$ cat src/rtl/simon_keyexpansion_rev.sv
// ---------------------------------------------------------------------------
// simon_keyexpansion_rev
//
// Reverse SIMON 32/64 key schedule. The block is loaded with the last four
// round keys k[T-4..T-1]. It then emits k[T-1] down to k[0], one key per
// rk_valid/rk_ready beat. Each earlier key is recovered by inverting the
// forward key-expansion recurrence.
//
// Ports
//   clk        in   rising-edge clock
//   n_reset    in   asynchronous active-low reset
//   load       in   start request, sampled only in IDLE
//   last_keys  in   last_keys[j] = k[T-4+j]
//   busy       out  high while a sequence is being produced
//   rk         out  current round key (registered)
//   rk_idx     out  index of rk, counts T-1 down to 0
//   rk_valid   out  rk/rk_idx valid
//   rk_ready   in   consumer accepts rk this cycle
//   abort      in   (only with SIMON_KEYREV_ABORT_EN) cancel the running sequence
//   done       out  one-cycle pulse after k[0] has been accepted
//
// Optional feature macro: SIMON_KEYREV_ABORT_EN
//
// State | meaning
// ------+-----------------------------------------------------------
// IDLE  | waiting for load; outputs hold their last values
// RUN   | rk_valid high, one key is emitted per accepted beat
// ---------------------------------------------------------------------------
module simon_keyexpansion_rev #(
    parameter int          N = 16,
    parameter int          M = 4,
    parameter int          T = 32,
    parameter logic [61:0] Z = 62'b11111010001001010110000111001101111101000100101011000011100110
) (
    input  logic                  clk,
    input  logic                  n_reset,
    input  logic                  load,
    input  logic [M-1:0][N-1:0]   last_keys,
    output logic                  busy,
    output logic [N-1:0]          rk,
    output logic [5:0]            rk_idx,
    output logic                  rk_valid,
    input  logic                  rk_ready,
`ifdef SIMON_KEYREV_ABORT_EN
    input  logic                  abort,
`endif
    output logic                  done
);

    typedef enum logic {
        IDLE = 1'b0,
        RUN  = 1'b1
    } state_t;

    state_t             r_state;
    logic [N-1:0]       r_w [4];
    logic [5:0]         r_idx;
    logic               r_valid;
    logic               r_busy;
    logic               r_done;

    logic               w_beat;
    logic               w_abort;
    logic [5:0]         w_i;
    logic [5:0]         w_zpos;
    logic               w_zbit;
    logic [N-1:0]       w_t0;
    logic [N-1:0]       w_t1;
    logic [N-1:0]       w_knew;

`ifdef SIMON_KEYREV_ABORT_EN
    assign w_abort = abort;
`else
    assign w_abort = 1'b0;
`endif

    assign w_beat = r_valid & rk_ready;

    // The window holds k[base..base+3] and rk_idx = base+3, so the key being
    // recovered is k[rk_idx-4]. It pairs with z bit (rk_idx-4) mod 62. Z bit 0 is
    // the leftmost literal bit. The value is only used when rk_idx > 3.
    assign w_i    = r_idx - 6'd4;
    assign w_zpos = 6'd61 - (w_i % 6'd62);
    assign w_zbit = Z[w_zpos];

    // Inverse of k[i+4] = ~k[i] ^ t ^ z ^ 3, where
    // t = ROR3(k[i+3]) ^ k[i+1] followed by t ^= ROR1(t).
    assign w_t0   = {r_w[2][2:0], r_w[2][N-1:3]} ^ r_w[0];
    assign w_t1   = w_t0 ^ {w_t0[0], w_t0[N-1:1]};
    assign w_knew = {{(N-2){1'b1}}, 2'b00} ^ r_w[3] ^ w_t1 ^ {{(N-1){1'b0}}, w_zbit};

    always_ff @(posedge clk or negedge n_reset) begin
        if (!n_reset) begin
            r_state <= IDLE;
            r_w[0]  <= '0;
            r_w[1]  <= '0;
            r_w[2]  <= '0;
            r_w[3]  <= '0;
            r_idx   <= '0;
            r_valid <= 1'b0;
            r_busy  <= 1'b0;
            r_done  <= 1'b0;
        end else begin
            r_done <= 1'b0;
            case (r_state)
                IDLE: begin
                    if (load) begin
                        r_w[0]  <= last_keys[0];
                        r_w[1]  <= last_keys[1];
                        r_w[2]  <= last_keys[2];
                        r_w[3]  <= last_keys[3];
                        r_idx   <= 6'(T - 1);
                        r_valid <= 1'b1;
                        r_busy  <= 1'b1;
                        r_state <= RUN;
                    end
                end
                RUN: begin
                    if (w_abort) begin
                        r_valid <= 1'b0;
                        r_busy  <= 1'b0;
                        r_state <= IDLE;
                    end else if (w_beat) begin
                        if (r_idx == 6'd0) begin
                            r_valid <= 1'b0;
                            r_busy  <= 1'b0;
                            r_done  <= 1'b1;
                            r_state <= IDLE;
                        end else begin
                            r_w[3] <= r_w[2];
                            r_w[2] <= r_w[1];
                            r_w[1] <= r_w[0];
                            // When fewer than four keys remain, the window already
                            // holds everything left to emit, so nothing new is computed.
                            if (r_idx > 6'd3) begin
                                r_w[0] <= w_knew;
                            end
                            r_idx <= r_idx - 6'd1;
                        end
                    end
                end
                default: r_state <= IDLE;
            endcase
        end
    end

    assign rk       = r_w[3];
    assign rk_idx   = r_idx;
    assign rk_valid = r_valid;
    assign busy     = r_busy;
    assign done     = r_done;

endmodule

$ cat config.mk
export PLATFORM = sky130hd
export DESIGN_NAME = simon_keyexpansion_rev
export DESIGN_NICKNAME = d
export VERILOG_FILES = /design/src/rtl/simon_keyexpansion_rev.sv
export SDC_FILE = /design/constraint.sdc
export NUM_CORES = 1
export LEC_CHECK = 0
export BUFFER_PORTS_ARGS = -buffer_cell sky130_fd_sc_hd__buf_4
export CAP_MARGIN = 10
export CELL_PAD_IN_SITES_DETAIL_PLACEMENT = 0
export CELL_PAD_IN_SITES_GLOBAL_PLACEMENT = 1
export CORE_MARGIN = 2
export CORE_UTILIZATION = 45
export CTS_CLUSTER_SIZE = 24
export DETAILED_ROUTE_END_ITERATION = 8
export PLACE_DENSITY_LB_ADDON = 0.12
export SLEW_MARGIN = 0
export SYNTH_ARGS = -nofsm -noshare
export SYNTH_HDL_FRONTEND = slang
export SYNTH_SLANG_ARGS = --single-unit
$ cat constraint.sdc
create_clock -name clk -period 8.9 [get_ports clk]
set_input_delay 0.89 -clock clk [delete_from_list [all_inputs] [get_ports clk]]
set_output_delay 0.89 -clock clk [all_outputs]
set_load 0.01 [all_outputs]
* After elaboration in Yosys (flattened, before gate mapping) *
Memories as Yosys holds them, arrays and structs flattened.
Cells that the tools add are included.

cells by class
  mux-type cells = 21
  magnitude comparators = 2
  bitwise logic cells = 7
  add/subtract/negate cells = 3
  reduce and logical (&&, ||, !) cells = 4
  eq/ne operators = 5
  div/mod/pow operators = 1

operators with widths
  kind                                                            count
  2-to-1 mux 64 bit                                               3
  one-hot mux 64 bit (2 select lines)                             1
  bitwise XOR 16 bit                                              3
  2-to-1 mux 6 bit                                                3
  2-to-1 mux 16 bit                                               1
  bitwise XOR 16 x 1 -> 16 bit                                    1
  NOT 14 bit                                                      1
  one-hot mux 6 bit (2 select lines)                              1
  2-to-1 mux 1 bit                                                10
  less-than comparator 6 x 7 -> 1 bit (second input constant)     1
  greater-than comparator 6 x 2 -> 1 bit (second input constant)  1
  zero test 6 bit                                                 1
  modulo 6 x 6 -> 6 bit (second input constant)                   1
  != test 2 x 1 -> 1 bit (second input constant)                  3
  AND reduction 3 bit                                             2
  subtractor 6 x 1 -> 6 bit (second input constant)               1
  subtractor 6 x 3 -> 6 bit (second input constant)               1
  subtractor 6 bit (first input constant)                         1
  != test 2 bit (second input constant)                           2
  one-hot mux 1 bit (2 select lines)                              2
  AND reduction 4 bit                                             1
  bitwise AND 1 bit                                               1
  NOT 1 bit                                                       1

word-level totals
  memories = 1
  memory bits (read-only) = 64
  output and inout port bits = 25
  register bits = 73
  logic and storage cells = 52

memory list
  memory           words  bits a word  read ports  clocked after memory_dff  write ports  RTL line  RTL
  (no name shown)  64     1            1           0                         0            84        assign w_zbit = Z[w_zpos];

* Depth between registers and ports, before layout *
Gate-level depths: netlist of the first run.

  depth in word-level cells = 10
  mapped depth = 17
  mapped depth without buffers = 17

* Worst setup path before layout of the first run *
Ideal clock, no wire load.

  kind = reg-to-reg
  start point = reg r_idx[2], in the netlist rk_idx[2]
  end point = reg r_w[48] in the netlist's numbering
  setup time = 0.125 ns
  period minus slack after synthesis = 3.235 ns
  setup slack = 5.665 ns
  data required time = 8.775 ns
  path buffers = 1
  arrival = 3.109 ns
  stages on the path, launching flop included = 18
  cell sequence = dfrtp_1 -> inv_1 -> ha_1 -> nand2b_1 -> a21oi_2 -> o21ai_2 -> mux2i_4 -> inv_1 -> ha_1 -> xor2_1 -> xnor2_1 -> buf_2 -> a311oi_1 -> a41oi_1 -> mux2i_1 -> o22ai_2 -> xnor2_1 -> o21ai_1

between the ends
  longest elaborated chain between the ends = 10

ends and longest elaborated chain
  what                                    RTL line  RTL
  start: declaration                      57        logic [5:0] r_idx;
  start signal: assignment                112       r_idx <= 6'(T - 1);
  start signal: assignment                138       r_idx <= r_idx - 6'd1;
  subtractor 6 x 3 -> 6 bit               82        assign w_i = r_idx - 6'd4;
  modulo 6 x 6 -> 6 bit                   83        assign w_zpos = 6'd61 - (w_i % 6'd62);
  subtractor 6 bit                        83
  memory read (64 x 1 bit)                -
  2-to-1 mux 1 bit (implied by the code)  84
  bitwise XOR 16 x 1 -> 16 bit            90        assign w_knew = {{(N-2){1'b1}}, 2'b00} ^ r_w[3] ^ w_t1 ^ {{(N-1){1'b0}}, w_zbit};
  2-to-1 mux 16 bit                       135       if (r_idx > 6'd3) begin
  2-to-1 mux 64 bit                       124       if (r_idx == 6'd0) begin
  2-to-1 mux 64 bit                       123       end else if (w_beat) begin
  one-hot mux 64 bit (2 select lines)     105       case (r_state)
  end: declaration                        56        logic [N-1:0] r_w [4];

Several ways; a longest one is shown, not always the timed one. The select of a mux whose other input is x is not followed.
A chain may end at the register's enable or synchronous reset.

* Worst setup path after layout of the first run *
Ends and elaborated chain as after synthesis.

==> impl_summary.log, run 1 <==
[metrics] result of the run: completed
[metrics] post-CTS repair timing setup buffer count: 0
[metrics] chip width: 103.2 µm
[metrics] grt ovf: 0
[metrics] highest attainable clock frequency: 262.4 MHz
[metrics] cells resized by post-CTS repair: 0
[metrics] total number of yosys warnings: 0
[metrics] CP Data Required Time: 9.13 ns
[metrics] via-per-instance ratio: 5.207
[metrics] Final Hold Fails: 0
[metrics] number of port buffers: 92
[metrics] worst slew margin relative to its limit: 25.19%
[metrics] cell area after technology mapping: 4429 µm²
[metrics] clock latency on the worst-skew pair: 0.35 ns
[metrics] largest fanout of any net on the critical path: 11
[metrics] mean instance size in the synthesized netlist: 9.364 µm²
[metrics] Power per Cell Area: 399.5 nW/µm²
[metrics] maximum number of pins on one net before global-route repair: 105
[metrics] final-layout worst hold slack: 0.5305 ns
[metrics] endpoint type of the worst setup path: flip-flop
[metrics] via count of the first global-routing pass: 3225
[metrics] number of nets still failing antenna checks after routing: 0
[metrics] Final Max Tran Viols: 0
[metrics] Core Footprint: 9684 µm²
[metrics] vias post-DR: 3499
[metrics] final critical-path share of the clock period: 42.81%
[metrics] kind of start point of the critical path: flip-flop
[metrics] final setup TNS: 0 ns
[metrics] Die Span Y: 103.2 µm
[metrics] Root Buffer Master: sky130_fd_sc_hd__clkbuf_8
[metrics] share of flip-flops with an asynchronous set or reset: 100.0%
[metrics] post-DR wirelength/cell: 15.28 µm
[metrics] fraction of layout cells with a size suffix above 1: 22.08%
[metrics] antenna violations before repair: 0
[metrics] clock tree from TritonCTS: yes
[metrics] CTS H-Tree Depth: 3
[metrics] GRT Util Overall: 19.97%
[metrics] post-synthesis instance total: 473
[metrics] leakage dissipation: 0.002540 µW
[metrics] effective utilization at floorplan: 45.74%
[metrics] diode count: 0
[metrics] clock tree sinks: 73
[metrics] worst slew pin tran: 1.122 ns
[metrics] final setup vio count: 0
[metrics] path category of the worst min-delay check: reg -> reg
[metrics] Total Nets Final: 614
[metrics] fraction of the yosys area taken by sequential cells: 41.24%
[metrics] post-route DRC violation count: 0
[metrics] DRC violation total after the first TritonRoute iteration: 97
[metrics] unrepaired setup endpoints after global routing: no
[metrics] crit path time final: 3.811 ns
[metrics] clock transition at the registers of the reported paths: 0.09 ns
[metrics] Top Ports: 93
[metrics] total iterations of the first detailed-routing run: 5
[metrics] synthesis-stage register bit count: 73
[metrics] Unique masters post-synth: 41
[metrics] first-pass GRT wire length: 16350 µm
[metrics] number of clock buffers inserted by TritonCTS: 9
[metrics] site row count: 36
[metrics] syn nets: 553
[metrics] floorplan die area: 10650 µm²
[metrics] Worst Path Arrival: 4.04 ns
[metrics] type of the worst setup path: reg -> reg
[metrics] Max Cap Violations: 0
[metrics] final RePlAce weighted congestion: 0.7811
[metrics] number of synthesized flops with an enable pin: 0
[metrics] filler cell count in the final layout: 939
[metrics] # hold bufs at CTS: 0
[metrics] Most used DFF post-synth: sky130_fd_sc_hd__dfrtp_1
[metrics] maximum root-to-sink buffer count: 2
[metrics] largest clock skew in the final design: 0.01153 ns
[metrics] sum of routed wire length over all layers: 10270 µm
[metrics] half-perimeter wire length of the detailed placement result: 6847 µm
[metrics] Max VDD drop: 0.1334 mV
[metrics] Syn-to-layout area delta: 20.82%
final timing paths:
| path | startpoint | endpoint | slack, ns | depth (start not counted) |
|---|---|---|---|---|
| max | rk_idx[2] | r_w[48] | 5.09 | 16 |
| min | r_w[35] | r_w[35] | 0.53 | 2 |
| max reg2reg | rk_idx[2] | r_w[48] | 5.09 | 16 |
| min reg2reg | r_w[35] | r_w[35] | 0.53 | 2 |
| max in group asynchronous | n_reset | r_state | 7.49 | 1 |
| min in group asynchronous | n_reset | rk[5] | 0.68 | 1 |
worst max-delay path, cell delays in order (launching register included):
cell                       delay (ns)
sky130_fd_sc_hd__dfrtp_1         0.47
sky130_fd_sc_hd__inv_1           0.14
sky130_fd_sc_hd__ha_1            0.27
sky130_fd_sc_hd__nand2b_1        0.12
sky130_fd_sc_hd__a21oi_2         0.06
sky130_fd_sc_hd__o21ai_2         0.21
sky130_fd_sc_hd__mux2i_4         0.37
sky130_fd_sc_hd__inv_1           0.16
sky130_fd_sc_hd__ha_1            0.26
sky130_fd_sc_hd__xor2_1          0.16
sky130_fd_sc_hd__xnor2_1         0.63
sky130_fd_sc_hd__a21oi_1         0.08
sky130_fd_sc_hd__nor4_1          0.28
sky130_fd_sc_hd__mux2i_1         0.12
sky130_fd_sc_hd__o22ai_2         0.15
sky130_fd_sc_hd__xnor2_1         0.13
sky130_fd_sc_hd__o21ai_1         0.07
final cells by class:
class | count | area [µm²] | area share (%)
multi-input combinational | 349 | 2360 | 44.10
sequential | 73 | 1831 | 34.21
timing repair buffer | 94 | 705.7 | 13.19
tap | 133 | 166.4 | 3.110
clock buffer | 12 | 165.2 | 3.086
clock inverter | 4 | 97.59 | 1.824
inverter | 7 | 26.28 | 0.4910
power breakdown:
group | total [µW] | leakage, µW | switching [µW] | internal, µW
logic | 1110 | 0.00160 | 549 | 559
registers | 688 | 0.000813 | 197 | 491
clock network | 342 | 0.000129 | 133 | 210
registers in the layout, indices dropped and copies added, names as in the netlist:
register / flops
r_state: 1
rk_idx: 6
rk: 16
r_w: 48
busy: 1
done: 1
routing by layer:
layer  vias up  part of all wire [%]  GRT usage [%]
li1       1750                     -              -
met1      1679                    48          28.28
met2        59                    47          31.07
met3        11                   3.7          3.831
met4         0                   1.4          6.478
met5         -                     0              0
cell usage in the layout, fill, tap and decap left out, types with 12 or more instances in the layout:
master	synthesis	routed
sky130_fd_sc_hd__o21ai_0	20	20
sky130_fd_sc_hd__xnor2_1	53	53
sky130_fd_sc_hd__nand3_1	19	19
sky130_fd_sc_hd__dfrtp_1	73	72
sky130_fd_sc_hd__mux2i_1	50	50
sky130_fd_sc_hd__o22ai_1	13	13
sky130_fd_sc_hd__buf_4	17	94
sky130_fd_sc_hd__nor2_1	59	58
sky130_fd_sc_hd__ha_1	12	12
sky130_fd_sc_hd__a21oi_1	66	65
sky130_fd_sc_hd__clkbuf_8	0	12
sky130_fd_sc_hd__nand2_1	12	12
cell usage after synthesis (2+ instances only):
library cell	count	share of area, %
sky130_fd_sc_hd__nand3_1	19	2.1
sky130_fd_sc_hd__ha_1	12	3.4
sky130_fd_sc_hd__inv_1	7	0.59
sky130_fd_sc_hd__a211oi_1	2	0.34
sky130_fd_sc_hd__clkbuf_1	25	2.1
sky130_fd_sc_hd__nor2b_1	2	0.28
sky130_fd_sc_hd__nor3b_1	2	0.34
sky130_fd_sc_hd__mux2i_1	50	11
sky130_fd_sc_hd__nor3_1	4	0.45
sky130_fd_sc_hd__o211ai_1	2	0.34
sky130_fd_sc_hd__or3_1	2	0.28
sky130_fd_sc_hd__nor2_1	59	5.0
sky130_fd_sc_hd__o22ai_1	13	1.8
sky130_fd_sc_hd__o21ai_0	20	2.3
sky130_fd_sc_hd__nand3b_1	2	0.34
sky130_fd_sc_hd__xnor2_1	53	10
sky130_fd_sc_hd__buf_4	17	2.9
sky130_fd_sc_hd__xor2_1	6	1.2
sky130_fd_sc_hd__o21a_1	3	0.51
sky130_fd_sc_hd__a31oi_1	3	0.42
sky130_fd_sc_hd__nand2_1	12	1.0
sky130_fd_sc_hd__nand2b_1	2	0.28
sky130_fd_sc_hd__dfrtp_1	73	41
sky130_fd_sc_hd__a21oi_1	66	7.5
metrics by stage:
step	utilization (%)	area, µm²	power, µW	worst slack (ns)	cells
after global placement	52.55	5089	1772	5.272	656
after detailed placement	52.55	5089	1808	5.143	656
after CTS	55.26	5351	2158	5.114	672
final	55.26	5351	2138	5.090	672
after global routing	55.26	5351	2332	4.700	672
after floorplan	-	4429	1568	5.665	473
kinds of logic (layout without fill, tap and decap cells):
kind of cell             after synthesis  after routing  share of synthesized area [%]
AO/OA/AOI/OAI                        116            116                          14.63
AND/OR/NAND/NOR                      109            109                          10.96
flip-flops                            73             73                          41.24
XOR/XNOR                              59             59                          11.67
multiplexers                          53             53                          12.32
buffers and inverters                 51            117                          5.791
adder cells (fa/ha/maj)               12             12                          3.390
No activity file was read; power rests on OpenSTA's default activity.
==> run 2, diff against run 1 <==
--- a/config.mk
+++ b/config.mk
@@ -10,7 +10,7 @@
 export CELL_PAD_IN_SITES_DETAIL_PLACEMENT = 0
 export CELL_PAD_IN_SITES_GLOBAL_PLACEMENT = 1
 export CORE_MARGIN = 2
-export CORE_UTILIZATION = 45
+export CORE_UTILIZATION = 38
 export CTS_CLUSTER_SIZE = 24
 export DETAILED_ROUTE_END_ITERATION = 8
 export PLACE_DENSITY_LB_ADDON = 0.12
==> constraint.sdc (replaced) <==
create_clock -name clk -period 3.17 [get_ports clk]
set_input_delay 0.317 -clock clk [delete_from_list [all_inputs] [get_ports clk]]
set_output_delay 0.317 -clock clk [all_outputs]
set_load 0.01 [all_outputs]
==> impl_summary.log, run 2 (synthesis results as in run 1) <==
[metrics] Final Hold Fails: 0 (unchanged)
[metrics] number of port buffers: 92 (unchanged)
[metrics] vias post-DR: 3610 (+3.2%)
[metrics] setup slack at placement: -0.2247 ns (-5.368 ns)
[metrics] worst slew pin tran: 0.9810 ns (-0.1412 ns)
[metrics] result of the run: completed
[metrics] fraction of layout cells with a size suffix above 1: 26.92% (+4.8 points)
[metrics] Max VDD drop: 0.9559 mV (+620%)
[metrics] Root Buffer Master: sky130_fd_sc_hd__clkbuf_16
[metrics] final RePlAce weighted congestion: 0.7827 (+0.20%)
[metrics] clock tree sinks: 73 (unchanged)
[metrics] number of flip-flops in the largest register: 48 (unchanged)
[metrics] half-perimeter wire length of the detailed placement result: 7743 µm (+13%)
[metrics] Post-DP Area: 5223 µm² (+2.6%)
[metrics] largest clock skew in the final design: 0.005144 ns (-0.006390 ns)
[metrics] # hold bufs at CTS: 0 (unchanged)
[metrics] maximum root-to-sink buffer count: 2 (unchanged)
[metrics] crit path time final: 3.092 ns (-0.7181 ns)
[metrics] total iterations of the first detailed-routing run: 4 (-1)
[metrics] Top Ports: 93 (unchanged)
[metrics] first-pass GRT wire length: 18170 µm (+11%)
[metrics] highest attainable clock frequency: 323.4 MHz (+23%)
[metrics] Syn-to-layout area delta: 28.50%
[metrics] Total Nets Final: 636 (+3.6%)
[metrics] most frequent cells in the layout: 114 x sky130_fd_sc_hd__buf_4, 71 x sky130_fd_sc_hd__dfrtp_1, 65 x sky130_fd_sc_hd__a21oi_1
[metrics] final setup TNS: 0 ns (unchanged)
[metrics] sum of routed wire length over all layers: 10970 µm (+6.8%)
[metrics] CTS H-Tree Depth: 3 (unchanged)
[metrics] GRT Util Overall: 18.07% (-1.9 points)
[metrics] number of clock buffers inserted by TritonCTS: 9 (unchanged)
[metrics] number of nets still failing antenna checks after routing: 0 (unchanged)
[metrics] post-DR wirelength/cell: 15.59 µm (+2.0%)
[metrics] floorplan die area: 12540 µm² (+18%)
[metrics] final cell area excluding filler cells: 5692 µm² (+6.4%)
[metrics] final setup slack of the worst path: 0.07760 ns (-5.012 ns)
[metrics] Core Footprint: 11420 µm² (+18%)
[metrics] grt ovf: 0 (unchanged)
[metrics] post-route DRC violation count: 0 (unchanged)
[metrics] most common cell after layout, fill and taps aside: sky130_fd_sc_hd__buf_4
[metrics] chip width: 112.0 µm (+8.5%)
[metrics] Die Span Y: 112.0 µm (+8.5%)
[metrics] largest fanout of any net on the critical path: 6 (-5)
[metrics] via-per-instance ratio: 5.128 (-1.5%)
[metrics] unrepaired setup endpoints after global routing: yes
[metrics] leakage dissipation: 0.002695 µW (+6.1%)
[metrics] post-route total power: 6554 µW (+210%)
[metrics] endpoint type of the worst setup path: flip-flop
[metrics] Final Max Tran Viols: 0 (unchanged)
[metrics] maximum number of pins on one net before global-route repair: 74 (-30%)
[metrics] path category of the worst min-delay check: in -> async
[metrics] kind of start point of the critical path: flip-flop
[metrics] Power per Cell Area: 1151 nW/µm² (+190%)
[metrics] antenna violations before repair: 0 (unchanged)
[metrics] Worst Path Arrival: 3.30 ns (-0.74 ns)
[metrics] final critical-path share of the clock period: 97.55% (+55 points)
[metrics] site row count: 39 (+8.3%)
[metrics] DRC violation total after the first TritonRoute iteration: 220 (+130%)
[metrics] worst slew margin relative to its limit: 34.60% (+9.4 points)
[metrics] clock transition at the registers of the reported paths: 0.05 ns (-0.04 ns)
[metrics] clock tree from TritonCTS: yes
[metrics] clock latency on the worst-skew pair: 0.33 ns (-0.02 ns)
[metrics] final setup vio count: 0 (unchanged)
[metrics] effective utilization at floorplan: 38.79% (-6.9 points)
[metrics] diode count: 0 (unchanged)
[metrics] via count of the first global-routing pass: 3535 (+9.6%)
[metrics] register ranked first by flip-flop count: r_w
[metrics] Max Cap Violations: 0 (unchanged)
[metrics] CP Data Required Time: 3.38 ns (-5.75 ns)
[metrics] type of the worst setup path: reg -> reg
## run 2: cell type report
cell class / instances / area, µm²
well taps: 143 / 178.9
clock buffers: 13 / 260.3
fillers: 1106 / 5727
inverters: 7 / 26.28
flip-flops and latches: 73 / 1832
clock inverters: 3 / 40.04
repair buffers: 116 / 878.3
multi-input cells: 349 / 2476
## run 2: repair_timing
action	CTS	global route
resized for setup	5	18
pin swaps	4	17
endpoints found under the setup margin	1	1
buffers inserted	2	4
## run 2: stage by stage
stage / util (%) / hold slack [ns] / std cells
after global placement: 45.74 / 0.5093 / 682
final: 49.85 / 0.1000 / 704
after floorplan: - / 0.02141 / 473
after global routing: 49.85 / 0.2382 / 704
after CTS: 48.85 / 0.1876 / 700
after detailed placement: 45.74 / 0.5193 / 682
## run 2: worst max-delay path: stages (launching register included)
cell and delay [ns]:
sky130_fd_sc_hd__dfrtp_1 0.41, sky130_fd_sc_hd__or3_4 0.41, sky130_fd_sc_hd__a21oi_4 0.20, sky130_fd_sc_hd__o21a_1 0.19, sky130_fd_sc_hd__mux2i_2 0.29, sky130_fd_sc_hd__ha_4 0.21, sky130_fd_sc_hd__xor2_4 0.19, sky130_fd_sc_hd__xnor2_4 0.13
sky130_fd_sc_hd__and4_1 0.19, sky130_fd_sc_hd__nor4_2 0.28, sky130_fd_sc_hd__mux2i_1 0.12, sky130_fd_sc_hd__o22ai_2 0.15, sky130_fd_sc_hd__xnor2_1 0.14, sky130_fd_sc_hd__o21ai_1 0.08
## run 2: worst paths after layout
kind                       startpoint       to  slack (ns)  cells past startpoint
setup reg to reg            rk_idx[3]  r_w[48]        0.08                     13
hold reg to reg               r_w[39]  r_w[39]        0.53                      2
hold / removal                n_reset  r_w[32]        0.10                      1
min in group clk                 load  r_state        0.23                      3
max in group asynchronous     n_reset  r_state        2.28                      1
setup / recovery            rk_idx[3]  r_w[48]        0.08                     13
## run 2: layer usage
layer  share of wire [%]  track usage [%]  up-vias
li1                    -                -     1796
met1                  47            25.44     1704
met2                  47            28.12       91
met3                 4.9            3.375       19
met4                 1.5            6.260        0
met5                   0                0        -
## run 2: where the power goes
part	internal (µW)	switching, µW
Sequential	1380	497
Combinational	1890	1760
Clock	650	371
